==> config.mk <==
export PLATFORM = sky130hd
export DESIGN_NAME = uart_tx_arbiter
export DESIGN_NICKNAME = d
export VERILOG_FILES = /design/src/rtl/uart_tx_arbiter.sv
export SDC_FILE = /design/constraint.sdc
export NUM_CORES = 1
export LEC_CHECK = 0
export ABC_AREA = 0
export ABC_CLOCK_PERIOD_IN_PS = 2950
export BUFFER_PORTS_ARGS = -buffer_cell sky130_fd_sc_hd__buf_2
export CORE_ASPECT_RATIO = 1.1
export CORE_UTILIZATION = 35
export CTS_BUF_LIST = sky130_fd_sc_hd__clkbuf_2 sky130_fd_sc_hd__clkbuf_4 sky130_fd_sc_hd__clkbuf_8
export DETAILED_ROUTE_END_ITERATION = 7
export RECOVER_POWER = 100
export SLEW_MARGIN = 20
export SYNTH_ARGS = -nofsm -noshare
export SYNTH_HDL_FRONTEND = slang
export SYNTH_SLANG_ARGS = --single-unit
==> constraint.sdc <==
create_clock -name clk -period 2.95 [get_ports clk]
set_input_delay 0.59 -clock clk [delete_from_list [all_inputs] [get_ports clk]]
set_output_delay 0.59 -clock clk [all_outputs]
set_load 0.02 [all_outputs]
==> src/rtl/uart_tx_arbiter.sv <==
// rtl/uart_tx_arbiter.sv - round-robin arbiter sharing one uart_tx among byte requesters
module uart_tx_arbiter #(
   parameter int NUM_REQ       = 4,
   parameter int IDX_W         = 2,
   parameter int START_TIMEOUT = 16
) (
   input  logic                 clk,
   input  logic                 reset_btn,
   input  logic [NUM_REQ-1:0]   req_valid,
   input  logic [8*NUM_REQ-1:0] req_data,
   output logic [NUM_REQ-1:0]   req_ready,
   output logic                 tx_start,
   output logic [7:0]           tx_data,
   input  logic                 tx_busy,
   output logic [IDX_W-1:0]     grant_id,
   output logic                 active,
   output logic                 err_timeout
);
   localparam int CNT_W = $clog2(START_TIMEOUT + 1);

   typedef enum logic [1:0] {IDLE, START, SEND} state_t;

   state_t             state, state_n;
   logic [IDX_W-1:0]   last, last_n;
   logic [IDX_W-1:0]   grant_n;
   logic [NUM_REQ-1:0] ready_n;
   logic               tx_start_n;
   logic [7:0]         data_n;
   logic               err_n;
   logic [CNT_W-1:0]   cnt, cnt_n;
   logic               found;
   logic [IDX_W-1:0]   sel;
   logic [IDX_W-1:0]   cand;

   // Search last+1, last+2, ... with wrap; first valid requester wins.
   always_comb begin
      found = 1'b0;
      sel   = last;
      cand  = last;
      for (int k = 1; k <= NUM_REQ; k++) begin
         cand = IDX_W'((int'(last) + k) % NUM_REQ);
         if (!found && req_valid[cand]) begin
            found = 1'b1;
            sel   = cand;
         end
      end
   end

   always_comb begin
      state_n    = state;
      last_n     = last;
      grant_n    = grant_id;
      data_n     = tx_data;
      ready_n    = '0;
      tx_start_n = 1'b0;
      err_n      = err_timeout;
      cnt_n      = cnt;
      unique case (state)
         IDLE: begin
            if (found) begin
               ready_n[sel] = 1'b1;
               data_n       = req_data[8*sel +: 8];
               grant_n      = sel;
               last_n       = sel;
               cnt_n        = '0;
               tx_start_n   = 1'b1;
               state_n      = START;
            end
         end
         START: begin
            // A busy already high on entry counts as the uart taking the byte.
            if (tx_busy) begin
               state_n = SEND;
            end else if (cnt == CNT_W'(START_TIMEOUT - 1)) begin
               err_n   = 1'b1;
               state_n = IDLE;
            end else begin
               cnt_n      = cnt + 1'b1;
               tx_start_n = 1'b1;
            end
         end
         SEND: begin
            if (!tx_busy) state_n = IDLE;
         end
         default: state_n = IDLE;
      endcase
   end

   always_ff @(posedge clk or posedge reset_btn) begin
      if (reset_btn) begin
         state       <= IDLE;
         last        <= IDX_W'(NUM_REQ - 1);
         grant_id    <= '0;
         tx_data     <= 8'h00;
         req_ready   <= '0;
         tx_start    <= 1'b0;
         err_timeout <= 1'b0;
         cnt         <= '0;
      end else begin
         state       <= state_n;
         last        <= last_n;
         grant_id    <= grant_n;
         tx_data     <= data_n;
         req_ready   <= ready_n;
         tx_start    <= tx_start_n;
         err_timeout <= err_n;
         cnt         <= cnt_n;
      end
   end

   assign active = (state != IDLE);

endmodule

# --- Word level (Yosys, flattened, before mapping) ---
# Cells that the tools add are included.
word_totals:
  register_bits: 25
  in_bits: 39
  out_inout_bits: 17
op_classes:
  n_addsub: 5
  mux: 33
  eq_ne: 8
  n_shift: 1
  n_bitwise: 1
  n_reduce_logical: 14
  n_lt_le_gt_ge: 6
ops:
  columns: ["cell", "count"]
  rows:
  - ["32-bit by 6-bit variable part select with 8-bit output", 1]
  - ["2-bit two-way mux", 8]
  - ["2-bit by 3-bit < comparator with 1-bit output (second input constant)", 5]
  - ["5-bit two-way mux", 3]
  - ["1-bit two-way mux", 12]
  - ["5-bit one-hot mux with 2 select lines", 1]
  - ["1-bit binary-select mux with 2-bit select", 4]
  - ["4-bit two-way mux", 2]
  - ["2-bit inequality test (second input constant)", 4]
  - ["2-bit one-hot mux with 3 select lines", 1]
  - ["3-bit AND reduction", 2]
  - ["5-bit by 1-bit adder with 5-bit output (second input constant)", 1]
  - ["5-bit by 4-bit equality test with 1-bit output (second input constant)", 1]
  - ["2-bit by 1-bit adder with 2-bit output (second input constant)", 2]
  - ["2-bit adder (second input constant)", 2]
  - ["1-bit logical AND", 4]
  - ["4-bit AND reduction", 1]
  - ["2-bit nonzero test", 2]
  - ["1-bit zero test", 3]
  - ["3-bit inequality test (second input constant)", 1]
  - ["1-bit demux with 2-bit select", 1]
  - ["2-bit by 1-bit equality test with 1-bit output (second input constant)", 1]
  - ["2-bit equality test (second input constant)", 1]
  - ["2-bit by 1-bit greater-or-equal comparator with 1-bit output (second input constant)", 1]
  - ["other kinds (4)", 4]

# --- Depth between registers and ports, before layout ---
# Gate-level depths: netlist of the first run.
logic_depth:
  ltp_word: 19
  mapped_depth: 7
  depth_no_buf: 7

# --- Least setup slack after synthesis of the first run ---
# No wires, ideal clock.
synth_path:
  path_type: "input-to-reg"
  from: "input req_valid[3]"
  to: "register tx_data[3]"
  arrival_time_ps: 1626
  path_slack_ps: 1182
  stages: 6
  required_time_ps: 2808
  setup_ps: 142
  path_buffers: 1
  path_cell_list: "or2b_2 > o21ai_2 > a221oi_4 > buf_8 > mux2i_1 > o221ai_1"
synth_via:
  elab_chain_len: 13
  elab_cells_between_ends: 24
synth_lines:
  columns: ["item", "line_no", "text"]
  rows:
  - ["start, declared", "9", "input logic [NUM_REQ-1:0] req_valid,"]
  - ["1-bit binary-select mux with 2-bit select", "42", "if (!found && req_valid[cand]) begin"]
  - ["1-bit two-way mux (implied by the code)", "42", null]
  - ["1-bit two-way mux", "42", null]
  - ["1-bit zero test", "42", null]
  - ["1-bit logical AND", "42", null]
  - ["1-bit two-way mux", "42", null]
  - ["1-bit zero test", "42", null]
  - ["1-bit logical AND", "42", null]
  - ["1-bit two-way mux", "42", null]
  - ["1-bit zero test", "42", null]
  - ["1-bit logical AND", "42", null]
  - ["2-bit two-way mux or 1-bit two-way mux (tied branches)", "42", null]
  - ["32-bit by 6-bit variable part select with 8-bit output or 2-bit AND reduction (tied branches)", null, null]
  - ["end signal, assigned", "103", "tx_data <= data_n;"]
  - ["end, declared", "13", "output logic [7:0] tx_data,"]
# Parallel ways exist; a longest one is shown, timed or not. The select of a mux whose other input is x is not followed.
# A chain may end at the register's enable or synchronous reset.

# --- Final worst setup path of the first run ---
layout_path:
  from: "register state[1]"
  to: "register tx_data[0]"
layout_via:
  elab_chain_len: 2
layout_lines:
  columns: ["item", "line_no", "text"]
  rows:
  - ["start, declared", "23", "state_t state, state_n;"]
  - ["start signal, assigned", "100", "state <= state_n;"]
  - ["2-bit zero test", "58", "unique case (state)"]
  - ["2-bit AND reduction (no line)", null, null]
# No other way between the ends.

==> results.txt, run 1 <==
The congestion estimate from routability-driven global placement came to 0.675. The run gives 10.5% as the clock share of power. The count of final hold-check violations came out at 0. Setup repair after global routing left no endpoint under its margin. The run gives 14.6% as the overall global routing resource usage.

During synthesis, Yosys emitted a total of 0 warnings. Based on the critical path, the design can be clocked at up to 485 MHz. The power dissipated by switching net loads was 0.668 mW. The number of filler instances in the final layout is 353, and the maximum clock insertion buffer count is 2.

The run gives 1051 as the via count. For the flip-flop and latch area, the log shows 628 um2. After synthesis, the mean cell area works out to 10.7 um2. For the standby leakage power, the log shows 0.810 nW. The sum of internal, switching and leakage power is 1.50 mW, and the pin count of the biggest net entering global routing is 26. The sum of negative setup slack came out at 0 ns.

Setup violations remaining at the end of the flow were counted as 0. The worst pin sits at a relative slew slack of 37.5%. The run finished with clean final reports. The share of cell area taken by muxes after synthesis came out at 15.0%.

Main combinational cell family by area after synthesis: multiplexers. Walking the worst path, the cells encountered are or2_0 > a21oi_1 > nand2_1 > o221ai_1. In this run the horizontal extent of the chip is 59.6 um. The cell count after synthesis is 119. The critical path is of the register to register type.

The floorplan has 22 rows. In this run, CTS created clock tree buffers numbering 3. For this design the top-level I/O count stands at 56. After Yosys synthesis, and, or, nand and nor cells account for 15.0% of the synthesized area. The deepest level of the CTS H-tree is 1.

Counting every net in the synthesized netlist gives 160. Initial antenna violation count: 0. After clock tree synthesis, the clock-pin slew on the worst setup and hold paths is 0.13 ns. Across the VDD grid, the largest voltage drop is 0.000407 V. STA puts the critical path data required time at 3.16 ns. The first detailed-routing pass took 4 iterations. Once the floorplan was initialized, standard cells occupied 37.5% of the core. The number of global-route vias before repair came out at 1008. For the worst-skew pair, the clock arrives at the later sink with an insertion delay of 0.30 ns. The clock period minus final worst setup slack came out at 2.06 ns.

The tools report the CTS root buffer as sky130_fd_sc_hd__clkbuf_4. After global routing the overflow that remains totals 0. Dividing the detail-routed via count by the number of cells gives 4.71.

The ratio of cells with drive above 1 in the final layout came out at 28.6%. The worst setup path is captured at a register. Summing all multi-input logic gate instances after layout gives 594 um2. For the final database, setup skew stands at 0.00370 ns. The tools report the combinational power share as 51.4%. The routed design has 2680 um of wire. TritonCTS built the clock tree.

Synthesis instantiated 31 different standard cells from the library. Net switching is 44.6% of the power. Dividing the final minimum period by the clock period gives 69.9%. The first global-routing pass estimated 4420 um of wire. The slowest stage of the critical path belongs to the cell sky130_fd_sc_hd__a21oi_1. Layout-stage area growth over the synthesis result: 24.6%. Excluding fillers, the count of instances in the completed layout stands at 223.

Input and output buffers added on the ports amount to 55. After detailed routing, the number of remaining DRC violations is 0. The share of the Yosys chip area taken by registers is 49.1%. The number of storage elements in the synthesis netlist came out at 25.

Registers are responsible for 38.0% of the overall power. Clock sink total: 25. The synthesized-area fraction occupied by xor and xnor cells works out to 1.37%.

The core region is 0.00341 mm2. The largest fanout on the critical path works out to 10. The post-layout net count is 217, and the post-cts resize count is 0.

The tools report the number of max-capacitance violations reported as 0. For the worst setup path, the data arrival time is 2.28 ns. Routed length per instance: 12.0 um. The logs give 219 for the cell count after placement and 0 for the number of buffers inserted by post-CTS setup repair.

The largest stage delay on the critical path was 0.54 ns; the slew of the pin with the lowest slew margin was 0.937 ns. The area of the mapped netlist was 0.00128 mm2. The final count of pins violating max slew came out at 0. The floorplan die height is 65.4 um, and the post-cts hold buffer count is 0. In this run the power density over the cells is 941 mW/mm2. The count of inserted antenna diode cells came out at 0.

STA classifies the critical path startpoint as a register. Cell internal power was estimated by the tool at 0.830 mW. The die area was 0.00390 mm2; the placed wire-length estimate was 2020 um.

The min-delay analysis places its worst path in the category input pin to asynchronous set/reset pin. After Yosys synthesis, full adders, half adders and majority gates account for 1.96% of the synthesized area. Once detail routing completed, the nets flagged for antenna violations numbered 0. The detailed router finished its first iteration with 26 violations.

Share of the synthesized area in compound gates (AO/OA/AOI/OAI): 13.5%.
## cells by family (layout without fill, tap and decap cells)
logic type / Yosys count / in the layout
compound gates: 21 / 21
xor+xnor: 2 / 2
simple gates: 41 / 41
fa+ha+maj: 2 / 2
flops: 25 / 25
mux: 19 / 19
buf+inv: 9 / 65
## through the flow
step           util (%)  hold WS, ns  setup WS, ns  cell area (um2)
2_1_floorplan         -        0.478          1.18             1280
3_3_place_gp       46.5        0.448         0.953             1590
3_5_place_dp       46.5        0.455         0.884             1590
4_1_cts            47.4        0.487          1.08             1620
5_1_grt            46.7        0.504         0.657             1590
6_report           46.7        0.472         0.888             1590
## cells in the final DEF (no fill, tap or decap), types with 2 or more instances in the layout
cell type,instances
sky130_fd_sc_hd__clkbuf_4,4
sky130_fd_sc_hd__clkbuf_1,17
sky130_fd_sc_hd__buf_2,38
sky130_fd_sc_hd__o21ai_0,3
sky130_fd_sc_hd__mux2i_1,18
sky130_fd_sc_hd__nand2b_1,3
sky130_fd_sc_hd__ha_1,2
sky130_fd_sc_hd__nor2_1,9
sky130_fd_sc_hd__o221ai_1,8
sky130_fd_sc_hd__nand2_1,18
sky130_fd_sc_hd__a21oi_1,5
sky130_fd_sc_hd__dfrtp_1,23
sky130_fd_sc_hd__and3_1,3
sky130_fd_sc_hd__xor2_1,2
sky130_fd_sc_hd__inv_1,5
## per-layer routing
metal	GRT usage [%]	share of wire, %	up-vias
met5	0	0	-
met3	2.76	4.2	0
met2	24.0	48	32
met4	0.872	0	0
li1	-	-	532
met1	20.9	48	487
## power by group through the flow
stage / Clock (mW) / Sequential (mW) / Combinational [mW]
after detailed placement: 0 / 0.574 / 0.813
after CTS: 0.167 / 0.570 / 0.812
final: 0.158 / 0.570 / 0.771
after global placement: 0 / 0.572 / 0.791
after global routing: 0.178 / 0.587 / 0.864
after floorplan: 0 / 0.682 / 0.499
## flip-flops by register name (all words and copies together) (netlist names)
register and count:
cnt 5, err_timeout 1, grant_id 2, last 2, req_ready 4, state 2, tx_data 8, tx_start 1
## synth_stat cells
cell type / count / area (um2)
sky130_fd_sc_hd__dfrtp_1: 23 / 576
sky130_fd_sc_hd__mux2i_1: 18 / 180
sky130_fd_sc_hd__nand2_1: 18 / 67.6
sky130_fd_sc_hd__nor2_1: 9 / 33.8
sky130_fd_sc_hd__o221ai_1: 8 / 70.1
sky130_fd_sc_hd__inv_1: 5 / 18.8
sky130_fd_sc_hd__a21oi_1: 4 / 20.0
sky130_fd_sc_hd__and3_1: 3 / 18.8
sky130_fd_sc_hd__nand2b_1: 3 / 18.8
sky130_fd_sc_hd__o21ai_0: 3 / 15.0
sky130_fd_sc_hd__clkbuf_1: 2 / 7.51
sky130_fd_sc_hd__dfstp_2: 2 / 52.6
sky130_fd_sc_hd__ha_1: 2 / 25.0
sky130_fd_sc_hd__xor2_1: 2 / 17.5
sky130_fd_sc_hd__a21o_1: 1 / 7.51
sky130_fd_sc_hd__a21oi_2: 1 / 8.76
sky130_fd_sc_hd__a221oi_4: 1 / 26.3
sky130_fd_sc_hd__a31o_2: 1 / 8.76
sky130_fd_sc_hd__buf_6: 1 / 11.3
sky130_fd_sc_hd__buf_8: 1 / 15.0
sky130_fd_sc_hd__mux2_2: 1 / 11.3
sky130_fd_sc_hd__nand2b_2: 1 / 8.76
sky130_fd_sc_hd__nand3_1: 1 / 5.00
sky130_fd_sc_hd__nand4_1: 1 / 6.26
sky130_fd_sc_hd__nor2b_1: 1 / 6.26
sky130_fd_sc_hd__nor3_1: 1 / 5.00
sky130_fd_sc_hd__o21a_1: 1 / 7.51
sky130_fd_sc_hd__o21ai_2: 1 / 8.76
sky130_fd_sc_hd__or2_1: 1 / 6.26
sky130_fd_sc_hd__or2b_2: 1 / 8.76
sky130_fd_sc_hd__or3_1: 1 / 6.26
## path summary, 6_finish.rpt
path	startpoint	endpoint	slack [ns]	cells past startpoint
min	reset_btn	tx_data[0]$_DFFE_PP0P_	0.47	2
min reg2reg	err_timeout$_DFFE_PP0P_	err_timeout$_DFFE_PP0P_	0.48	1
max in group asynchronous	reset_btn	state[0]$_DFFE_PP0P_	1.91	2
max reg2reg	state[1]$_DFFE_PP0P_	tx_data[0]$_DFFE_PP0P_	0.89	4
min in group clk	err_timeout$_DFFE_PP0P_	err_timeout$_DFFE_PP0P_	0.48	1
max	state[1]$_DFFE_PP0P_	tx_data[0]$_DFFE_PP0P_	0.89	4
## layout make-up
| class | instances | area share [%] |
|---|---|---|
| Sequential cell | 25 | 39.4 |
| Tap cell | 48 | 3.77 |
| Inverter | 5 | 1.18 |
| Timing Repair Buffer | 56 | 16.4 |
| Clock buffer | 4 | 1.89 |
| Multi-Input combinational cell | 85 | 37.3 |
## critical path: cells and delay by family (launching register included)
| family | cells | cell delay, ns |
|---|---|---|
| compound gates | 2 | 0.86 |
| simple gates | 2 | 0.68 |
| flops | 1 | 0.43 |
Note: power is estimated with default switching activity, not from simulation.
==> inputs of run 2 (changes only) <==
Settings changed: ABC_AREA 0 to 1, ABC_CLOCK_PERIOD_IN_PS 2950 to 1700.
Clock period 2.95 ns to 1.7 ns, I/O delays scaled along.
==> results.txt, run 2 <==
The ratio of cells with drive above 1 in the final layout was 40.7% (+12 points). The setup skew after layout came out at 0.000984 ns (-0.00272 ns). Ranked by instance count, the synthesized netlist is headed by sky130_fd_sc_hd__nand2_1 (94), sky130_fd_sc_hd__nand3_1 (40), sky130_fd_sc_hd__inv_1 (24), sky130_fd_sc_hd__dfrtp_1 (23), sky130_fd_sc_hd__nor2_1 (9). The overall global routing resource usage was 19.6% (+5.0 points). The run gives 25 (+14%) as the number of placement rows. Deepest level of the CTS H-tree: 1 (unchanged). The synthesized-area fraction occupied by xor and xnor cells is 1.11% (-0.26 points), and the flip-flop and latch area is 628 um2 (unchanged). The cell depth of the worst flop-to-flop path was 11 (+7); the pin count of the biggest net entering global routing was 26 (unchanged). The logs give 2.15 ns (-0.13 ns) for the data arrival at the endpoint of the critical path and 23 (+23) for the total setup violations reported at the end of the flow. The mean area per synthesized cell was 6.87 um2 (-36%).

The share of cell area taken by muxes after synthesis was 0% (-15 points). The adder and majority cell fraction of the synthesized area is 1.58% (-0.37 points), and the portion of the post-synthesis area used by sequential elements is 39.7% (-9.4 points). The required time of the critical path is 1.89 ns (-1.27 ns), and the relative slew slack is 12.4% (-25 points). The run gives 0 (unchanged) as the number of max-capacitance violations reported.

The routing usage on met3 came out at 1.73% (-1.0 points). Startpoint class of the critical path: a register. The post-layout utilization of the core came out at 57.2% (+11 points).

Setup repair after global routing could not meet its margin everywhere. The main combinational cell family by area after synthesis was simple AND/OR/NAND/NOR gates. Count of flip-flops with a built-in enable after synthesis: 0 (unchanged). The endpoint identified for the worst register-to-register timing path is req_ready[3]$_DFF_PP0_.

The first-pass detailed-route iteration total came out at 5 (+1). The worst setup path is captured at a register. The DRC marker count from the first detailed-route iteration was 110 (+320%); the clock-pin slew reported for the worst setup and hold paths after clock tree synthesis was 0.09 ns (-0.04 ns). The count of buffers inserted at the top-level ports was 55 (unchanged). The leading cell type in the layout, fill and taps excluded is sky130_fd_sc_hd__nand2_1. The count of inserted antenna diode cells was 0 (unchanged). The tools report the total overflow reported by the global router as 0 (unchanged).

The tools report the via count as 1790 (+70%). The floorplan die height is 72.5 um (+11%). The final count of pins violating max slew is 0 (unchanged), and the post-synthesis simple-gate area fraction is 45.9% (+31 points). Ranked by flip-flop count, first place goes to tx_data. The clock latency at the later pin of the worst-skew pair is 0.27 ns (-0.03 ns). The run finished, with violations left. The met2 capacity usage during global routing was 33.2% (+9.2 points). For the number of ports placed on the die boundary, the log shows 56 (unchanged). In this run the most used layer during global routing was met2. The slew of the pin with the lowest slew margin is 1.31 ns (+0.378 ns). The post-layout net count is 359 (+65%), and the post-route DRC violation count is 0 (unchanged). For the number of filler instances in the final layout, the log shows 399 (+13%). The minimum setup slack among reg-to-reg paths was -0.25 ns (-1.14 ns). The area of the mapped netlist is 0.00158 mm2 (+24%).

The first-pass GRT wire length was 7170 um (+62%). The unique cell type count in the Yosys netlist is 23 (-26%). The starting utilization of the core area was 36.6% (-0.85 points); the number of routed nets with antenna violations was 0 (unchanged). The worst hold path begins at tx_busy.

TritonCTS built the clock tree. The x dimension of the die came out at 66.1 um (+11%). The net count after synthesis is 271 (+69%), and the flip-flop count of the largest register after layout is 8 (unchanged). The logs give 0.00432 mm2 (+26%) for the core outline area and 0 (unchanged) for the initial antenna violation count.

sky130_fd_sc_hd__dfrtp_1 takes more of the synthesized area than any other cell. The tools report the cell count after synthesis as 230 (+93%). The tree is rooted in a sky130_fd_sc_hd__clkbuf_8. After synthesis, the cell types taking the most area are sky130_fd_sc_hd__dfrtp_1 (36%), sky130_fd_sc_hd__nand2_1 (22%), sky130_fd_sc_hd__nand3_1 (13%).

The fraction of post-synthesis cell area in the top cell type by area works out to 36.4% (-8.6 points). The worst register-to-register path begins at last[0]$_DFFE_PP1P_. The checks that failed: negative setup slack. Area taken by multi-input logic gates: 0.00110 mm2 (+85%).

Share of the synthesized area in compound gates (AO/OA/AOI/OAI): 2.77% (-11 points). The largest registers in the layout are tx_data x8, cnt x5, req_ready x4. The number of global-route vias before repair was 1627 (+61%).

The worst hold path stage count was 3. The fraction of synthesis flops using an asynchronous set or reset pin works out to 100% (unchanged). The number of storage elements in the synthesis netlist is 25 (unchanged), and the die area is 0.00479 mm2 (+23%). The via count normalized by instance count is 4.82 (+2.4%), and the routability-driven placement congestion ratio is 0.814 (+21%). The ratio of final minimum period to clock period was 115% (+45 points). The routed length per instance came out at 12.9 um (+7.6%).

The critical path is of the register to register type. The run gives 512 MHz (+5.6%) as the highest attainable clock frequency. The min-delay analysis places its worst path in the category input pin to register. The clock sink total came out at 25 (unchanged).

In the layout the commonest cells are sky130_fd_sc_hd__nand2_1 (67), sky130_fd_sc_hd__buf_2 (38), sky130_fd_sc_hd__nand3_1 (35), sky130_fd_sc_hd__inv_1 (23), sky130_fd_sc_hd__dfrtp_1 (23). Among all flip-flop cells after synthesis, the most frequent one is sky130_fd_sc_hd__dfrtp_1. The logs give 0 (unchanged) for the count of final hold-check violations and 25.3% (+4.4 points) for the met1 capacity usage during global routing. The number of CTS-inserted buffers came out at 3 (unchanged). The terminating pin of the worst hold path is state[1]$_DFFE_PP0P_. The largest fanout on the critical path is 9 (-1).

The clock period minus final worst setup slack came out at 1.95 ns (-0.110 ns). The warning count from the yosys run was 0 (unchanged). The tools report the final worst setup slack as -0.251 ns (-1.14 ns). Most common cell in the synthesized netlist: sky130_fd_sc_hd__nand2_1. The run gives -0.172 ns (-1.06 ns) as the pre-CTS setup slack. The area growth from synthesis to layout is 56.2%. The total wirelength of the detailed-routed design is 4800 um (+79%). The maximum clock insertion buffer count is 2 (unchanged), and the placed wire-length estimate is 3060 um (+51%).
-- run 2: repair_timing --
item | CTS | global route
hold buffers | 0 | 0
setup buffers | 3 | 3
endpoints found under the setup margin | 22 | 23
pin swaps | 12 | 14
cloned | 6 | 1
resized for setup | 27 | 31
hold endpoints to repair | 0 | 0
-- run 2: worst max-delay path by stage --
stage                                   start                     end  slack (ns)  cells past startpoint
after floorplan           last[0]$_DFFE_PP1P_  tx_data[0]$_DFFE_PP0P_      -0.005                     15
after global placement    last[0]$_DFFE_PP1P_  req_ready[1]$_DFF_PP0_       -0.19                     12
after detailed placement  last[0]$_DFFE_PP1P_  tx_data[4]$_DFFE_PP0P_       -0.17                     12
after CTS                 last[0]$_DFFE_PP1P_  req_ready[1]$_DFF_PP0_       -0.15                     10
after global routing      last[0]$_DFFE_PP1P_  req_ready[3]$_DFF_PP0_       -0.34                     11
final                     last[0]$_DFFE_PP1P_  req_ready[3]$_DFF_PP0_       -0.25                     11
-- run 2: cell type report --
type | count | area share [%]
inverter | 28 | 4.97
timing repair buffer | 81 | 20.4
clock buffer | 4 | 1.98
tap | 54 | 2.74
sequential | 25 | 25.4
multi-input combinational | 179 | 44.4
-- run 2: metal layers --
layer	vias up	part of all wire (%)	wire length, um
met5	-	0	0
met4	0	2.4	114
met3	10	4.6	221
met2	78	48	2320
met1	789	45	2140
li1	913	-	-
-- run 2: kinds of logic after synthesis --
family | after synthesis
adders and majority gates | 2
DFF | 25
AOI/OAI and AO/OA | 8
and+or+nand+nor | 161
buffers and inverters | 32
xor gates and xnor gates | 2
-- run 2: stage by stage --
| stage | area [um2] | hold WS (ns) | std cells | setup TNS (ns) |
|---|---|---|---|---|
| 6_report | 2470 | 0.311 | 371 | -4.81 |
| 5_1_grt | 2470 | 0.311 | 371 | -7.03 |
| 4_1_cts | 2320 | 0.112 | 367 | -2.56 |
| 3_5_place_dp | 2070 | 0.407 | 354 | -2.95 |
| 3_3_place_gp | 2070 | 0.402 | 354 | -3.16 |
| 2_1_floorplan | 1610 | 0.366 | 230 | -0.0364 |
-- run 2: critical path: stages (launching register included) --
cell,delay [ns]
sky130_fd_sc_hd__dfstp_2,0.69
sky130_fd_sc_hd__inv_8,0.08
sky130_fd_sc_hd__nand2_2,0.07
sky130_fd_sc_hd__nand2_2,0.08
sky130_fd_sc_hd__nand2_4,0.11
sky130_fd_sc_hd__nand2_8,0.08
sky130_fd_sc_hd__nor2_4,0.13
sky130_fd_sc_hd__nand2_2,0.09
sky130_fd_sc_hd__nand3_1,0.17
sky130_fd_sc_hd__nand2_4,0.11
sky130_fd_sc_hd__buf_4,0.15
sky130_fd_sc_hd__nor2_1,0.12
Power of run 2 is not shown: default switching activity piles up to over one toggle a cycle in this logic, so the estimate is an artifact.
